File: src/rtl/mux_n_1_arb_pkg.sv
// Shared types for the registered N:1 multiplexer: operating mode and output-register state.
package mux_pkg;

    typedef enum logic {
        MODE_MANUAL = 1'b0,
        MODE_SCAN   = 1'b1
    } mux_mode_e;

    typedef enum logic {
        ST_EMPTY = 1'b0,
        ST_FULL  = 1'b1
    } mux_state_e;

endpackage : mux_pkg

File: src/rtl/mux_n_1_arb_if.sv
// Handshake/bus bundle between N producer channels, the consumer and the multiplexer.
//   slave  : the multiplexer (takes channel data/valid and consumer ready, drives ack and output word)
//   master : the environment (producers + consumer)
// Signals:
//   Enable_In       1                  allow new loads
//   Mode_In         1                  0 = MANUAL, 1 = SCAN
//   Select_In       SEL_WIDTH          channel chosen in MANUAL mode
//   Data_In         NUM_CH*DATA_WIDTH  flattened channel data, channel k at [k*DATA_WIDTH +: DATA_WIDTH]
//   Valid_In        NUM_CH             per-channel valid
//   Ack_Out         NUM_CH             one-hot, combinational, channel loaded this cycle
//   Ready_In        1                  consumer ready
//   MUX_Data_Out    DATA_WIDTH         registered output word
//   MUX_Valid_Out   1                  output register holds an unconsumed word
//   MUX_Channel_Out SEL_WIDTH          channel index of the held word
//   Sel_Err_Out     1                  registered pulse for an out-of-range MANUAL select
interface mux_n_1_arb_if #(
    parameter int unsigned NUM_CH     = 32,
    parameter int unsigned DATA_WIDTH = 8
);
    localparam int unsigned SEL_WIDTH = $clog2(NUM_CH);

    logic                         Enable_In;
    logic                         Mode_In;
    logic [SEL_WIDTH-1:0]         Select_In;
    logic [NUM_CH*DATA_WIDTH-1:0] Data_In;
    logic [NUM_CH-1:0]            Valid_In;
    logic [NUM_CH-1:0]            Ack_Out;
    logic                         Ready_In;
    logic [DATA_WIDTH-1:0]        MUX_Data_Out;
    logic                         MUX_Valid_Out;
    logic [SEL_WIDTH-1:0]         MUX_Channel_Out;
    logic                         Sel_Err_Out;

    modport slave (
        input  Enable_In, Mode_In, Select_In, Data_In, Valid_In, Ready_In,
        output Ack_Out, MUX_Data_Out, MUX_Valid_Out, MUX_Channel_Out, Sel_Err_Out
    );

    modport master (
        output Enable_In, Mode_In, Select_In, Data_In, Valid_In, Ready_In,
        input  Ack_Out, MUX_Data_Out, MUX_Valid_Out, MUX_Channel_Out, Sel_Err_Out
    );

endinterface : mux_n_1_arb_if

File: src/rtl/mux_n_1_arb_rr_arbiter.sv
// Rotating-priority channel search: first valid channel at or after Pointer_In, wrapping modulo NUM_CH.
//   Valid_In    in   NUM_CH      per-channel request
//   Pointer_In  in   SEL_WIDTH   highest-priority channel this cycle (< NUM_CH)
//   Grant_Valid out  1           at least one channel requesting
//   Grant_Index out  SEL_WIDTH   winning channel
module rr_arbiter #(
    parameter int unsigned NUM_CH = 32
) (
    input  logic [NUM_CH-1:0]            Valid_In,
    input  logic [$clog2(NUM_CH)-1:0]    Pointer_In,
    output logic                         Grant_Valid,
    output logic [$clog2(NUM_CH)-1:0]    Grant_Index
);
    localparam int unsigned SEL_WIDTH = $clog2(NUM_CH);
    // One extra bit addresses the doubled request vector (2*NUM_CH <= 2**(SEL_WIDTH+1)).
    localparam int unsigned POS_WIDTH = SEL_WIDTH + 1;

    logic [2*NUM_CH-1:0]  req_dbl;
    logic                 hit;
    logic [POS_WIDTH-1:0] pos;

    assign req_dbl = {Valid_In, Valid_In};

    // Lowest set bit of the doubled vector at or above the pointer; descending scan keeps the lowest.
    always_comb begin
        hit = 1'b0;
        pos = '0;
        for (int i = 2*NUM_CH-1; i >= 0; i--) begin
            if (req_dbl[i] && (i >= int'(Pointer_In))) begin
                hit = 1'b1;
                pos = POS_WIDTH'(i);
            end
        end
    end

    // Fold the upper copy back onto channel numbers.
    assign Grant_Valid = hit;
    assign Grant_Index = (pos >= POS_WIDTH'(NUM_CH)) ? SEL_WIDTH'(pos - POS_WIDTH'(NUM_CH))
                                                     : SEL_WIDTH'(pos);

endmodule : rr_arbiter

File: src/rtl/mux_n_1_arb.sv
// Registered N:1 multiplexer with per-channel valid, one-hot ack and downstream ready handshake.
// MANUAL mode loads the channel named by Select_In; SCAN mode round-robins over valid channels.
//   Clock_In    in  1    rising-edge clock
//   Reset_N_In  in  1    asynchronous active-low reset
//   bus         slave modport of mux_n_1_arb_if (channel inputs, consumer ready, output word, ack, error)
module mux_n_1_arb
    import mux_pkg::*;
#(
    parameter int unsigned NUM_CH     = 32,
    parameter int unsigned DATA_WIDTH = 8
) (
    input  logic          Clock_In,
    input  logic          Reset_N_In,
    mux_n_1_arb_if.slave  bus
);
    localparam int unsigned SEL_WIDTH = $clog2(NUM_CH);

    mux_state_e            state_q, state_d;
    logic [SEL_WIDTH-1:0]  ptr_q, ptr_d;
    logic [DATA_WIDTH-1:0] data_q;
    logic [SEL_WIDTH-1:0]  chan_q;
    logic                  sel_err_q;

    logic                  valid_q;
    logic                  mode_scan;
    logic                  can_load;
    logic                  consume;
    logic                  sel_in_range;
    logic                  man_valid;
    logic                  grant_valid;
    logic [SEL_WIDTH-1:0]  grant_index;
    logic                  load;
    logic [SEL_WIDTH-1:0]  load_idx;
    logic [DATA_WIDTH-1:0] load_data;
    logic                  sel_err_d;
    logic [NUM_CH-1:0]     ack;

    // Rotating-priority search for SCAN mode.
    rr_arbiter #(.NUM_CH(NUM_CH)) u_rr_arbiter (
        .Valid_In    (bus.Valid_In),
        .Pointer_In  (ptr_q),
        .Grant_Valid (grant_valid),
        .Grant_Index (grant_index)
    );

    // Handshake qualifiers; a held word can be replaced in the cycle it is consumed.
    assign valid_q      = (state_q == ST_FULL);
    assign mode_scan    = (mux_mode_e'(bus.Mode_In) == MODE_SCAN);
    assign consume      = valid_q && bus.Ready_In;
    assign can_load     = bus.Enable_In && (!valid_q || bus.Ready_In);
    // Compared at 32 bits so a power-of-two NUM_CH does not alias to zero.
    assign sel_in_range = 32'(bus.Select_In) < NUM_CH;

    // Valid of the manually selected channel; out-of-range selects read as not valid.
    always_comb begin
        man_valid = 1'b0;
        for (int i = 0; i < int'(NUM_CH); i++) begin
            if (bus.Select_In == SEL_WIDTH'(i)) begin
                man_valid = bus.Valid_In[i];
            end
        end
    end

    // Load decision and source channel.
    always_comb begin
        load_idx  = mode_scan ? grant_index : bus.Select_In;
        load      = can_load && (mode_scan ? grant_valid : (sel_in_range && man_valid));
        sel_err_d = !mode_scan && bus.Enable_In && !sel_in_range;
    end

    // Data select for the loaded channel.
    always_comb begin
        load_data = '0;
        for (int i = 0; i < int'(NUM_CH); i++) begin
            if (load_idx == SEL_WIDTH'(i)) begin
                load_data = bus.Data_In[i*DATA_WIDTH +: DATA_WIDTH];
            end
        end
    end

    // One-hot ack on the channel loaded this cycle; forced low while reset is asserted.
    always_comb begin
        ack = '0;
        for (int i = 0; i < int'(NUM_CH); i++) begin
            ack[i] = load && Reset_N_In && (load_idx == SEL_WIDTH'(i));
        end
    end

    // Output-register FSM and scan pointer next state.
    always_comb begin
        state_d = state_q;
        ptr_d   = ptr_q;
        case (state_q)
            ST_EMPTY: if (load) state_d = ST_FULL;
            ST_FULL:  if (consume && !load) state_d = ST_EMPTY;
            default:  state_d = ST_EMPTY;
        endcase
        // Only SCAN loads advance the pointer; MANUAL leaves it for the next scan.
        if (load && mode_scan) begin
            ptr_d = (grant_index == SEL_WIDTH'(NUM_CH - 1)) ? '0
                                                             : grant_index + SEL_WIDTH'(1);
        end
    end

    // State, pointer and output registers.
    always_ff @(posedge Clock_In or negedge Reset_N_In) begin
        if (!Reset_N_In) begin
            state_q   <= ST_EMPTY;
            ptr_q     <= '0;
            data_q    <= '0;
            chan_q    <= '0;
            sel_err_q <= 1'b0;
        end else begin
            state_q   <= state_d;
            ptr_q     <= ptr_d;
            sel_err_q <= sel_err_d;
            if (load) begin
                data_q <= load_data;
                chan_q <= load_idx;
            end
        end
    end

    assign bus.Ack_Out         = ack;
    assign bus.MUX_Data_Out    = data_q;
    assign bus.MUX_Valid_Out   = valid_q;
    assign bus.MUX_Channel_Out = chan_q;
    assign bus.Sel_Err_Out     = sel_err_q;

endmodule : mux_n_1_arb

File: src/flat_wrapper.sv
// flat-port wrapper written by rule: the top's interface ports become plain ports
module mux_n_1_arb_flat import mux_pkg::*;
#(
    parameter int unsigned NUM_CH     = 32,
    parameter int unsigned DATA_WIDTH = 8
)
  (Clock_In, Reset_N_In, bus_Enable_In, bus_Mode_In, bus_Select_In, bus_Data_In, bus_Valid_In, bus_Ready_In, bus_Ack_Out, bus_MUX_Data_Out, bus_MUX_Valid_Out, bus_MUX_Channel_Out, bus_Sel_Err_Out);
  mux_n_1_arb_if #(.NUM_CH(NUM_CH), .DATA_WIDTH(DATA_WIDTH)) bus_i ();
  input  logic Clock_In;
  input  logic Reset_N_In;
  input wire logic [$bits(bus_i.Enable_In)-1:0] bus_Enable_In;
  input wire logic [$bits(bus_i.Mode_In)-1:0] bus_Mode_In;
  input wire logic [$bits(bus_i.Select_In)-1:0] bus_Select_In;
  input wire logic [$bits(bus_i.Data_In)-1:0] bus_Data_In;
  input wire logic [$bits(bus_i.Valid_In)-1:0] bus_Valid_In;
  input wire logic [$bits(bus_i.Ready_In)-1:0] bus_Ready_In;
  output wire logic [$bits(bus_i.Ack_Out)-1:0] bus_Ack_Out;
  output wire logic [$bits(bus_i.MUX_Data_Out)-1:0] bus_MUX_Data_Out;
  output wire logic [$bits(bus_i.MUX_Valid_Out)-1:0] bus_MUX_Valid_Out;
  output wire logic [$bits(bus_i.MUX_Channel_Out)-1:0] bus_MUX_Channel_Out;
  output wire logic [$bits(bus_i.Sel_Err_Out)-1:0] bus_Sel_Err_Out;
  assign bus_i.Enable_In = bus_Enable_In;
  assign bus_i.Mode_In = bus_Mode_In;
  assign bus_i.Select_In = bus_Select_In;
  assign bus_i.Data_In = bus_Data_In;
  assign bus_i.Valid_In = bus_Valid_In;
  assign bus_i.Ready_In = bus_Ready_In;
  assign bus_Ack_Out = bus_i.Ack_Out;
  assign bus_MUX_Data_Out = bus_i.MUX_Data_Out;
  assign bus_MUX_Valid_Out = bus_i.MUX_Valid_Out;
  assign bus_MUX_Channel_Out = bus_i.MUX_Channel_Out;
  assign bus_Sel_Err_Out = bus_i.Sel_Err_Out;
  mux_n_1_arb #(.NUM_CH(NUM_CH), .DATA_WIDTH(DATA_WIDTH)) u_core (.Clock_In(Clock_In), .Reset_N_In(Reset_N_In), .bus(bus_i));
endmodule
File: config.mk
export PLATFORM = sky130hd
export DESIGN_NAME = mux_n_1_arb_flat
export DESIGN_NICKNAME = d
export VERILOG_FILES = /design/src/rtl/mux_n_1_arb_pkg.sv /design/src/rtl/mux_n_1_arb_if.sv /design/src/rtl/mux_n_1_arb_rr_arbiter.sv /design/src/rtl/mux_n_1_arb.sv /design/src/flat_wrapper.sv
export SDC_FILE = /design/constraint.sdc
export NUM_CORES = 1
export LEC_CHECK = 0
export CAP_MARGIN = 20
export CELL_PAD_IN_SITES_DETAIL_PLACEMENT = 0
export CELL_PAD_IN_SITES_GLOBAL_PLACEMENT = 2
export CORE_MARGIN = 10
export CORE_UTILIZATION = 19
export CTS_CLUSTER_SIZE = 25
export DETAILED_ROUTE_END_ITERATION = 8
export HOLD_SLACK_MARGIN = 0.08
export MAX_ROUTING_LAYER = met4
export PLACE_DENSITY = 0.84
export SLEW_MARGIN = 10
export SYNTH_ARGS = -nofsm -noshare
export SYNTH_HDL_FRONTEND = slang
export SYNTH_SLANG_ARGS = --single-unit
File: constraint.sdc
create_clock -name Clock_In -period 5.5 [get_ports Clock_In]
set_clock_uncertainty 0.05 [all_clocks]
set_input_delay 1.1 -clock Clock_In [delete_from_list [all_inputs] [get_ports Clock_In]]
set_output_delay 1.1 -clock Clock_In [all_outputs]
set_load 0.01 [all_outputs]
# Word level (Yosys, flattened, before mapping)
# Cells that the tools add are included.
# W data, S select, Z words.
dict set report totals {
  register_bits 19
  elab_cells 373
  in_bits 298
  output_inout_bits 47
}
dict set report op_classes {
  n_mux 197
  reduce_logical 74
  addsub 2
  n_eq_ne 63
  n_lt_le_gt_ge 32
  bitwise 1
}
# op count
set op_table {}
lappend op_table {{$mux W6} 63}
lappend op_table {{$mux W8} 32}
lappend op_table {{$eq A5 B5 Y1 const B} 33}
lappend op_table {{$mux W1} 98}
lappend op_table {{$eq A5 B4 Y1 const B} 16}
lappend op_table {{$ge A5 B5 Y1 const A} 15}
lappend op_table {{$logic_and A1 B1 Y1} 69}
lappend op_table {{$eq A5 B3 Y1 const B} 8}
lappend op_table {{$ge A4 B5 Y1 const A} 8}
lappend op_table {{$eq A5 B2 Y1 const B} 4}
lappend op_table {{$ge A3 B5 Y1 const A} 4}
lappend op_table {{$mux W5} 3}
lappend op_table {{$eq A5 B1 Y1 const B} 2}
lappend op_table {{$ge A1 B5 Y1 const A} 2}
lappend op_table {{$ge A2 B5 Y1 const A} 2}
lappend op_table {{$logic_not A5 Y1} 2}
lappend op_table {{$ge A6 B6 Y1 const B} 1}
lappend op_table {{$add A5 B1 Y5 const B} 1}
lappend op_table {{$sub A5 B1 Y5 const B} 1}
lappend op_table {{$logic_not A1 Y1} 2}
lappend op_table {{$pmux W1 S2} 1}
lappend op_table {{$logic_or A1 B1 Y1} 1}
lappend op_table {{$not A1 Y1} 1}

# Longest topological paths before layout
# Gate-level depths: netlist of the first run.
dict set report depth {
  word_depth 99
  depth_mapped 18
  ltp_nobuf 13
}

# Modules after synthesis
# Synthesis of the first run repeated with hierarchy kept, for this count alone.
dict set report hier_totals {
  hier_cells 995
  area_unflattened_um2 6637.6
}
# mod area_each_um2 instances cells_per_inst
set modules_own_cells {}
lappend modules_own_cells {mux_n_1_arb 5202.5 1 749}
lappend modules_own_cells {rr_arbiter 1435.1 1 246}

# Worst setup path after synthesis of the first run
# OpenSTA, ideal clock, no wires.
dict set report synth_path {
  path_type {input -> output}
  from {input bus_Valid_In[5]}
  to {output bus_Ack_Out[13]}
  n_path_buf 4
  slack_ns 0.663
  required_time_ns 4.350
  arrival_ns 3.687
  stages 13
  cell_sequence {clkbuf_1 or2_2 o211ai_1 or3_1 and3_1 a211oi_1 a211o_1 clkbuf_1 nand2b_1 clkbuf_1 or2_2 clkbuf_1 nor2_1}
}
dict set report synth_via {
  elab_chain_cells 43
}
# element line_no
set synth_rtl {}
lappend synth_rtl {{from (decl)} flat_wrapper.sv:15} ;# input wire logic [$bits(bus_i.Valid_In)-1:0] bus_Valid_In;
lappend synth_rtl {{$mux W6 (38 in series)} mux_n_1_arb_rr_arbiter.sv:29} ;# if (req_dbl[i] && (i >= int'(Pointer_In))) begin
lappend synth_rtl {{$sub A5 B1 Y5 / $ge A6 B6 Y1 (equally long branches)} mux_n_1_arb_rr_arbiter.sv:38} ;# assign Grant_Index = (pos >= POS_WIDTH'(NUM_CH)) ? SEL_WIDTH'(pos - POS_WIDTH'(NUM_CH))
lappend synth_rtl {{$mux W5} mux_n_1_arb_rr_arbiter.sv:38}
lappend synth_rtl {{$mux W5} mux_n_1_arb.sv:66} ;# load_idx = mode_scan ? grant_index : bus.Select_In;
lappend synth_rtl {{$eq A5 B4 Y1} mux_n_1_arb.sv:85} ;# ack[i] = load && Reset_N_In && (load_idx == SEL_WIDTH'(i));
lappend synth_rtl {{$logic_and A1 B1 Y1 *} mux_n_1_arb.sv:85}
lappend synth_rtl {{to (decl)} flat_wrapper.sv:17} ;# output wire logic [$bits(bus_i.Ack_Out)-1:0] bus_Ack_Out;
# Every way passes the cells marked *; elsewhere a longest branch is shown, timed or not.

# Worst setup path in the final report of the first run
dict set report layout_path {
  from {input bus_Valid_In[19]}
  to {output bus_Ack_Out[28]}
}
dict set report layout_via {
  elab_chain_cells 57
}
# element line_no
set layout_rtl {}
lappend layout_rtl {{$mux W6 (52 in series)} mux_n_1_arb_rr_arbiter.sv:29}
lappend layout_rtl {{$sub A5 B1 Y5 / $ge A6 B6 Y1 (equally long branches)} mux_n_1_arb_rr_arbiter.sv:38}
lappend layout_rtl {{$mux W5} mux_n_1_arb_rr_arbiter.sv:38}
lappend layout_rtl {{$mux W5} mux_n_1_arb.sv:66}
lappend layout_rtl {{$eq A5 B5 Y1} mux_n_1_arb.sv:85}
lappend layout_rtl {{$logic_and A1 B1 Y1 *} mux_n_1_arb.sv:85}
# Marks and branches as above.

==> flow_metrics.tcl, run 1 <==
set metrics [dict create \
    status "finished, final reports clean" \
    layout-drive-gt1-share_pct 18.7 \
    hp-start "u_core.bus.MUX_Channel_Out[1]" \
    clock_sinks 19 \
    grt_pass1_vias 9718 \
    nNetsFinal 1750 \
    finalMaxSlewViolations 0 \
    ir_drop_uv 207 \
    die_x_um 200 \
    crit_path_max_fanout 4 \
    multi_input_area_um2 5440 \
    dieHeight_um 200 \
    grt_pass1_wl_um 67200 \
    clock.fmax_ghz 0.183 \
    cts_max_level 1 \
    worst_slew_pin_slew_ns 0.702 \
    synth-main-ff-cell "dfrtp_1" \
    fin_area_um2 11400 \
    clk_latency_ns 0.27 \
    drt-total-wl_um 46600 \
    wl_met1_um 20900 \
    crit_required_ns 4.35 \
    path_clk_slew_ns 0.06 \
    fill_cells 3455 \
    hold_depth 1 \
    yosys.area.top_type "nand2_1" \
    cp_slowest_stage_delay_ns 0.55 \
    grt.total_usage_pct 22.4 \
    top_layer "met4" \
    holdWs_ns 0.468 \
    crit_chain "clkdlybuf4s50_1, buf_4, buf_4, or2_2, o311a_1, or2_1, nor3_1, a21oi_1, o31a_1, nor2_2, nand2_2, nor2_1, clkdlybuf4s50_1" \
    pin_count 345 \
    yosysTopAreaCellShare_pct 9.31 \
    vias 9733 \
    cts_hold_buf 0 \
    netlist_area_um2 6170 \
    wl_met3_um 3220 \
    ys_async_sr_fraction_pct 100 \
    cp.arrival_ns 4.31 \
    cp-end-kind "primary output" \
    whs_endpoint "u_core.bus.MUX_Channel_Out[1]" \
    detail_route.iter0.violations 815 \
    grt_max_degree 56 \
    drv_cap 0 \
    r2r_end "u_core.bus.MUX_Data_Out[6]" \
    ant_nets 0 \
    fin_cells 1890 \
    synth.lib_cells_used.distinct 91 \
    worstSetupPathType "input port to primary output" \
    hold_viol 0 \
    syn_inst 1007 \
    dp_cells 1872 \
    core_um2 31800 \
    critPathLaunchType "input port" \
    ys_top_cells_by_area "nand2_1, dfrtp_1, o21ai_0" \
    cp_slowest_cell "clkdlybuf4s50_1" \
    syn_nets 1307 \
    holdCritPathClass "register to register" \
    synthesis.yosys.warnings 0 \
    fin_crit_sh_pct 99.3 \
    tritoncts "built" \
    avgSynthCellArea_um2 6.13 \
    relSlewSlack_pct 53.2 \
    rsz0062_at_grt "true" \
    cts_buffers 3 \
    antenna_found_initial 7 \
    start_util_pct 19.4 \
    via_per_inst 5.15 \
    p_total_mw 3.19 \
    hpwl_um 39400 \
    wl_met2_um 22000 \
    gp_congestion 0.918 \
    yosysSeqAreaShare_pct 7.71 \
    ff_latch_area_um2 475 \
    root_buffer "clkbuf_16" \
    powerDensity_nw_per_um2 278 \
    synth_edf_count 0 \
    port_buffers 343 \
    power_leakage_nw 4.64 \
    placed_area_um2 11100 \
    die-area_um2 40100 \
    rr_startpoint "u_core.ptr_q[1]" \
    setup_viol 0 \
    syn2layout_area_growth_pct 85.6 \
    rrSetupSlack_ns 0.62 \
    synth_seq_cells 19 \
    clockBufferDepth 2 \
    r2r_cells 17 \
    grt_overflow 0 \
    first_pass_iters 5 \
    wl_per_cell_um 24.7 \
    drc 0 \
    layout_min_cycle_time_ns 5.46 \
    core.rowCount 65 \
    final_util_pct 36.0 \
]
-- through the flow --
stage | worst slack, ns | setup TNS (ns)
5_1_grt | -0.0900 | -0.0932
3_5_place_dp | -0.423 | -9.38
4_1_cts | 0.00203 | 0
6_report | 0.0370 | 0
3_3_place_gp | -0.509 | -10.97
2_1_floorplan | 0.663 | 0
-- cell usage after synthesis (6+ instances only) --
cell type  number
a211oi_1       17
a21o_1          6
a21oi_1        83
a22oi_1         7
a31oi_1        24
and2_1         11
and3_1         10
buf_2          45
clkbuf_1       34
dfrtp_1        19
inv_1          19
mux2_2          8
mux2i_1        29
nand2_1       153
nand2b_1       19
nand3_1        34
nand4_1        11
nor2_1        119
nor2b_1        19
nor3_1         23
nor4_1          7
o211ai_1       15
o21a_1          9
o21ai_0        93
o22ai_1        28
o31ai_1         8
o32ai_1         6
or2_2           8
or3_1           6
-- worst max-delay path, delay by kind of cell --
kind,cells,cell delay (ns)
compound gates,3,0.64
simple gates,6,1.25
buf+inv,4,1.31
-- what timing repair did --
action	CTS	global route
buffers inserted	5	3
endpoints found under the setup margin	32	18
gates resized for setup	54	33
pin swaps	4	10
-- power breakdown --
group | switching [mW] | internal [mW]
Combinational | 1.61 | 1.13
Clock | 0.0706 | 0.0994
Sequential | 0.0802 | 0.196
Total | 1.76 | 1.43
-- cell type report --
cell class,count,share of cell area [%]
antenna,6,0.131
clock buffer,4,0.688
inverter,20,0.667
multi-input combinational,879,47.5
sequential,19,4.15
tap,435,4.75
timing repair buffer,527,42.1
-- flip-flops by register name, indices dropped and copies added, names as in the netlist --
register and count:
u_core.bus.MUX_Data_Out 8, u_core.bus.MUX_Channel_Out 5, u_core.ptr_q 5, u_core.bus.MUX_Valid_Out 1
-- layout by cell type, fill, tap and decap left out, types with 5 or more instances in the layout --
master	n
inv_1	18
nor3_1	22
a21oi_1	81
nand4_1	11
mux2i_1	29
o21ai_0	88
dfrtp_1	19
nor2b_1	17
diode_2	6
o21a_1	8
o2111ai_1	5
or3_1	6
a21o_1	6
and2_1	9
mux2_2	8
nor2_1	118
nor3_2	6
and3_1	10
o2bb2ai_1	5
a22oi_1	7
o311a_1	5
a211oi_1	14
o22ai_1	28
o32ai_1	6
clkdlybuf4s50_1	307
buf_4	182
dlygate4sd2_1	26
o31ai_1	6
dlymetal6s2s_1	10
nand2b_1	19
o21ai_1	6
a31oi_1	24
o211ai_1	15
nand2_1	148
nand3_1	32
or2_2	7
-- logic make-up after synthesis --
logic type	synth area share, %
XOR/XNOR	0.284
other	0.0608
AO/OA/AOI/OAI	41.5
flip-flops	7.71
buffers and inverters	7.91
AND/OR/NAND/NOR	34.7
multiplexers	7.50
adder cells (fa/ha/maj)	0.406
-- worst max-delay path by stage --
stage | endpoint | slack, ns | depth (start not counted) | start
floorplan | bus_Ack_Out[13] | 0.66 | 13 | bus_Valid_In[5]
global placement | bus_Ack_Out[26] | -0.51 | 12 | bus_Valid_In[21]
detailed placement | bus_Ack_Out[18] | -0.42 | 12 | bus_Valid_In[21]
CTS | bus_Ack_Out[22] | 0.002 | 12 | bus_Valid_In[25]
global route | bus_Ack_Out[28] | -0.09 | 11 | bus_Valid_In[25]
finish | bus_Ack_Out[28] | 0.04 | 13 | bus_Valid_In[19]
-- metal layers --
layer / global-route usage [%] / vias up
li1: - / 4644
met1: 29.4 / 4651
met2: 36.0 / 418
met3: 3.64 / 20
met4: 3.43 / 0
met5: - / -
Note: power is estimated with default switching activity, not from simulation.
==> inputs of run 2 (changes only) <==
Settings changed: CAP_MARGIN 20 to 5, CTS_CLUSTER_DIAMETER set to 60, REMOVE_ABC_BUFFERS set to 1.
==> run 2 against run 1 <==
  * Non-clock buffer count shrank 4
  * Critical path depth grew 2
  * Design area shrank 0.34%
  * Final cell count shrank 0.26%
  * Hold slack gained 0.0090 ns
  * Fmax grew 1.2%
  * Sequential power grew 5%
  * Register-to-register slack gained 0.32 ns
  * Clock power is essentially flat
  * Utilization shrank 0.12 points
  * Sequential share of layout area is essentially flat
  * Routed wire length shrank 3.5%
  * Critical endpoint is now bus_Ack_Out[18]
  * Largest power group unchanged
  * Highest routed layer unchanged
==> flow_metrics.tcl, run 2 (same netlist as run 1, synthesis figures left out) <==
set metrics [dict create \
    power_leakage_nw 4.75 \
    core.rowCount 65 \
    gp_congestion 0.928 \
    clock_sinks 19 \
    dieHeight_um 200 \
    core_um2 31800 \
    grt_pass1_wl_um 65400 \
    crit_path_max_fanout 8 \
    cts_max_level 1 \
    critPathLaunchType "input port" \
    hpwl_um 37400 \
    grt_max_degree 66 \
    grt.total_usage_pct 21.7 \
    powerDensity_nw_per_um2 277 \
    fin_cells 1885 \
    detail_route.iter0.violations 886 \
    first_pass_iters 7 \
    die_x_um 200 \
    vias 9732 \
    clockBufferDepth 2 \
    fin_ws_ns 0.0993 \
    via_per_inst 5.16 \
    largest_reg_flops 8 \
    fin_area_um2 11400 \
    path_clk_slew_ns 0.07 \
    cp.arrival_ns 4.25 \
    tritoncts "built" \
    ir_drop_uv 247 \
    antenna_found_initial 5 \
    finalMaxSlewViolations 0 \
    syn2layout_area_growth_pct 85.0 \
    final_cell_mix "clkdlybuf4s50_1, buf_4, nand2_1, nor2_1, o21ai_0" \
    fin_setup_tns_ns 0 \
    placed_area_um2 11100 \
    grt_overflow 0 \
    dp_cells 1865 \
    clock.fmax_ghz 0.185 \
    relSlewSlack_pct 55.6 \
    status "finished, final reports clean" \
    ant_nets 0 \
    hold_viol 0 \
    fin_crit_sh_pct 98.2 \
    layout_commonest_cell "clkdlybuf4s50_1" \
    cp_slowest_cell "clkdlybuf4s50_1" \
    rsz0062_at_grt "false" \
    drc 0 \
    worstSetupPathType "input port to primary output" \
    port_buffers 343 \
    drv_cap 0 \
    layout_min_cycle_time_ns 5.40 \
    crit_chain "clkdlybuf4s50_1, buf_4, mux4_2, mux2i_1, o21ai_0, buf_4, a221oi_1, a31oi_1, o21ai_1, buf_4, a21boi_4, and2_4, nand2_2, nor2_1, clkdlybuf4s50_1" \
    cp-end-kind "primary output" \
    root_buffer "clkbuf_16" \
    holdCritPathClass "register to register" \
    cp_common_cell "buf_4" \
    drt-total-wl_um 45000 \
    clk_latency_ns 0.26 \
    grt_pass1_vias 9640 \
    pin_count 345 \
    cp_slowest_stage_delay_ns 0.56 \
    worst_slew_pin_slew_ns 0.666 \
    dp_slack_ns -0.240 \
    die-area_um2 40100 \
    setup_viol 0 \
    start_util_pct 19.4 \
    nNetsFinal 1746 \
    rrSetupSlack_ns 0.94 \
    crit_required_ns 4.35 \
    wl_per_cell_um 23.9 \
    layout-drive-gt1-share_pct 17.8 \
    cts_buffers 3 \
]
## run 2: worst max-delay path, delay by kind of cell
family          cells  cell delay, ns
mux                 2            0.61
buf+inv             5            1.47
compound gates      5            0.64
simple gates        3            0.44
## run 2: repair_timing
item,in CTS,in global routing
buffers inserted,6,5
setup endpoints to repair,31,27
hold buffers,0,0
pin swaps,3,5
resized for setup,18,38
## run 2: path summary, 6_finish.rpt
path	startpoint	end	cells past startpoint
setup / recovery	bus_Select_In[0]	bus_Ack_Out[18]	15
hold / removal	u_core.bus.MUX_Channel_Out[1]	u_core.bus.MUX_Channel_Out[1]	1
setup reg to reg	u_core.ptr_q[2]	u_core.bus.MUX_Data_Out[6]	14
hold reg to reg	u_core.bus.MUX_Channel_Out[1]	u_core.bus.MUX_Channel_Out[1]	1
max in group asynchronous	Reset_N_In	u_core.bus.MUX_Channel_Out[2]	2
min in group asynchronous	Reset_N_In	u_core.bus.MUX_Data_Out[3]	1
## run 2: power breakdown
group | switching (mW) | leakage [nW] | total, mW | internal (mW)
Clock | 0.0702 | 0.0409 | 0.168 | 0.0982
Combinational | 1.55 | 4.48 | 2.70 | 1.15
Sequential | 0.0932 | 0.227 | 0.289 | 0.196
Total | 1.71 | 4.75 | 3.16 | 1.44
## run 2: layout make-up
cell class                 instances  area (um2)
clock buffer                       3        75.1
timing repair buffer             523        4870
sequential                        19         475
fill                            3440       20400
multi-input combinational        879        5350
clock inverter                     1        5.00
inverter                          20        75.1
tap                              435         544
antenna                            5        12.5
## run 2: per-layer routing
layer  global-route usage (%)  wire length [um]  vias up  part of all wire (%)
met5                        -                 0        -                     0
met4                     2.70               535        0                   1.2
met3                     3.87              2820       39                   6.3
met2                     36.5             22000      412                    49
met1                     27.2             19600     4649                    44
li1                         -                 -     4632                     -
## run 2: per-stage QoR
stage	total power, mW	hold slack [ns]	utilization (%)
6_report	3.16	0.477	35.9
5_1_grt	3.38	0.511	35.9
3_5_place_dp	2.90	0.460	34.8
2_1_floorplan	1.69	0.490	-
3_3_place_gp	2.91	0.450	34.8
4_1_cts	3.10	0.475	35.4
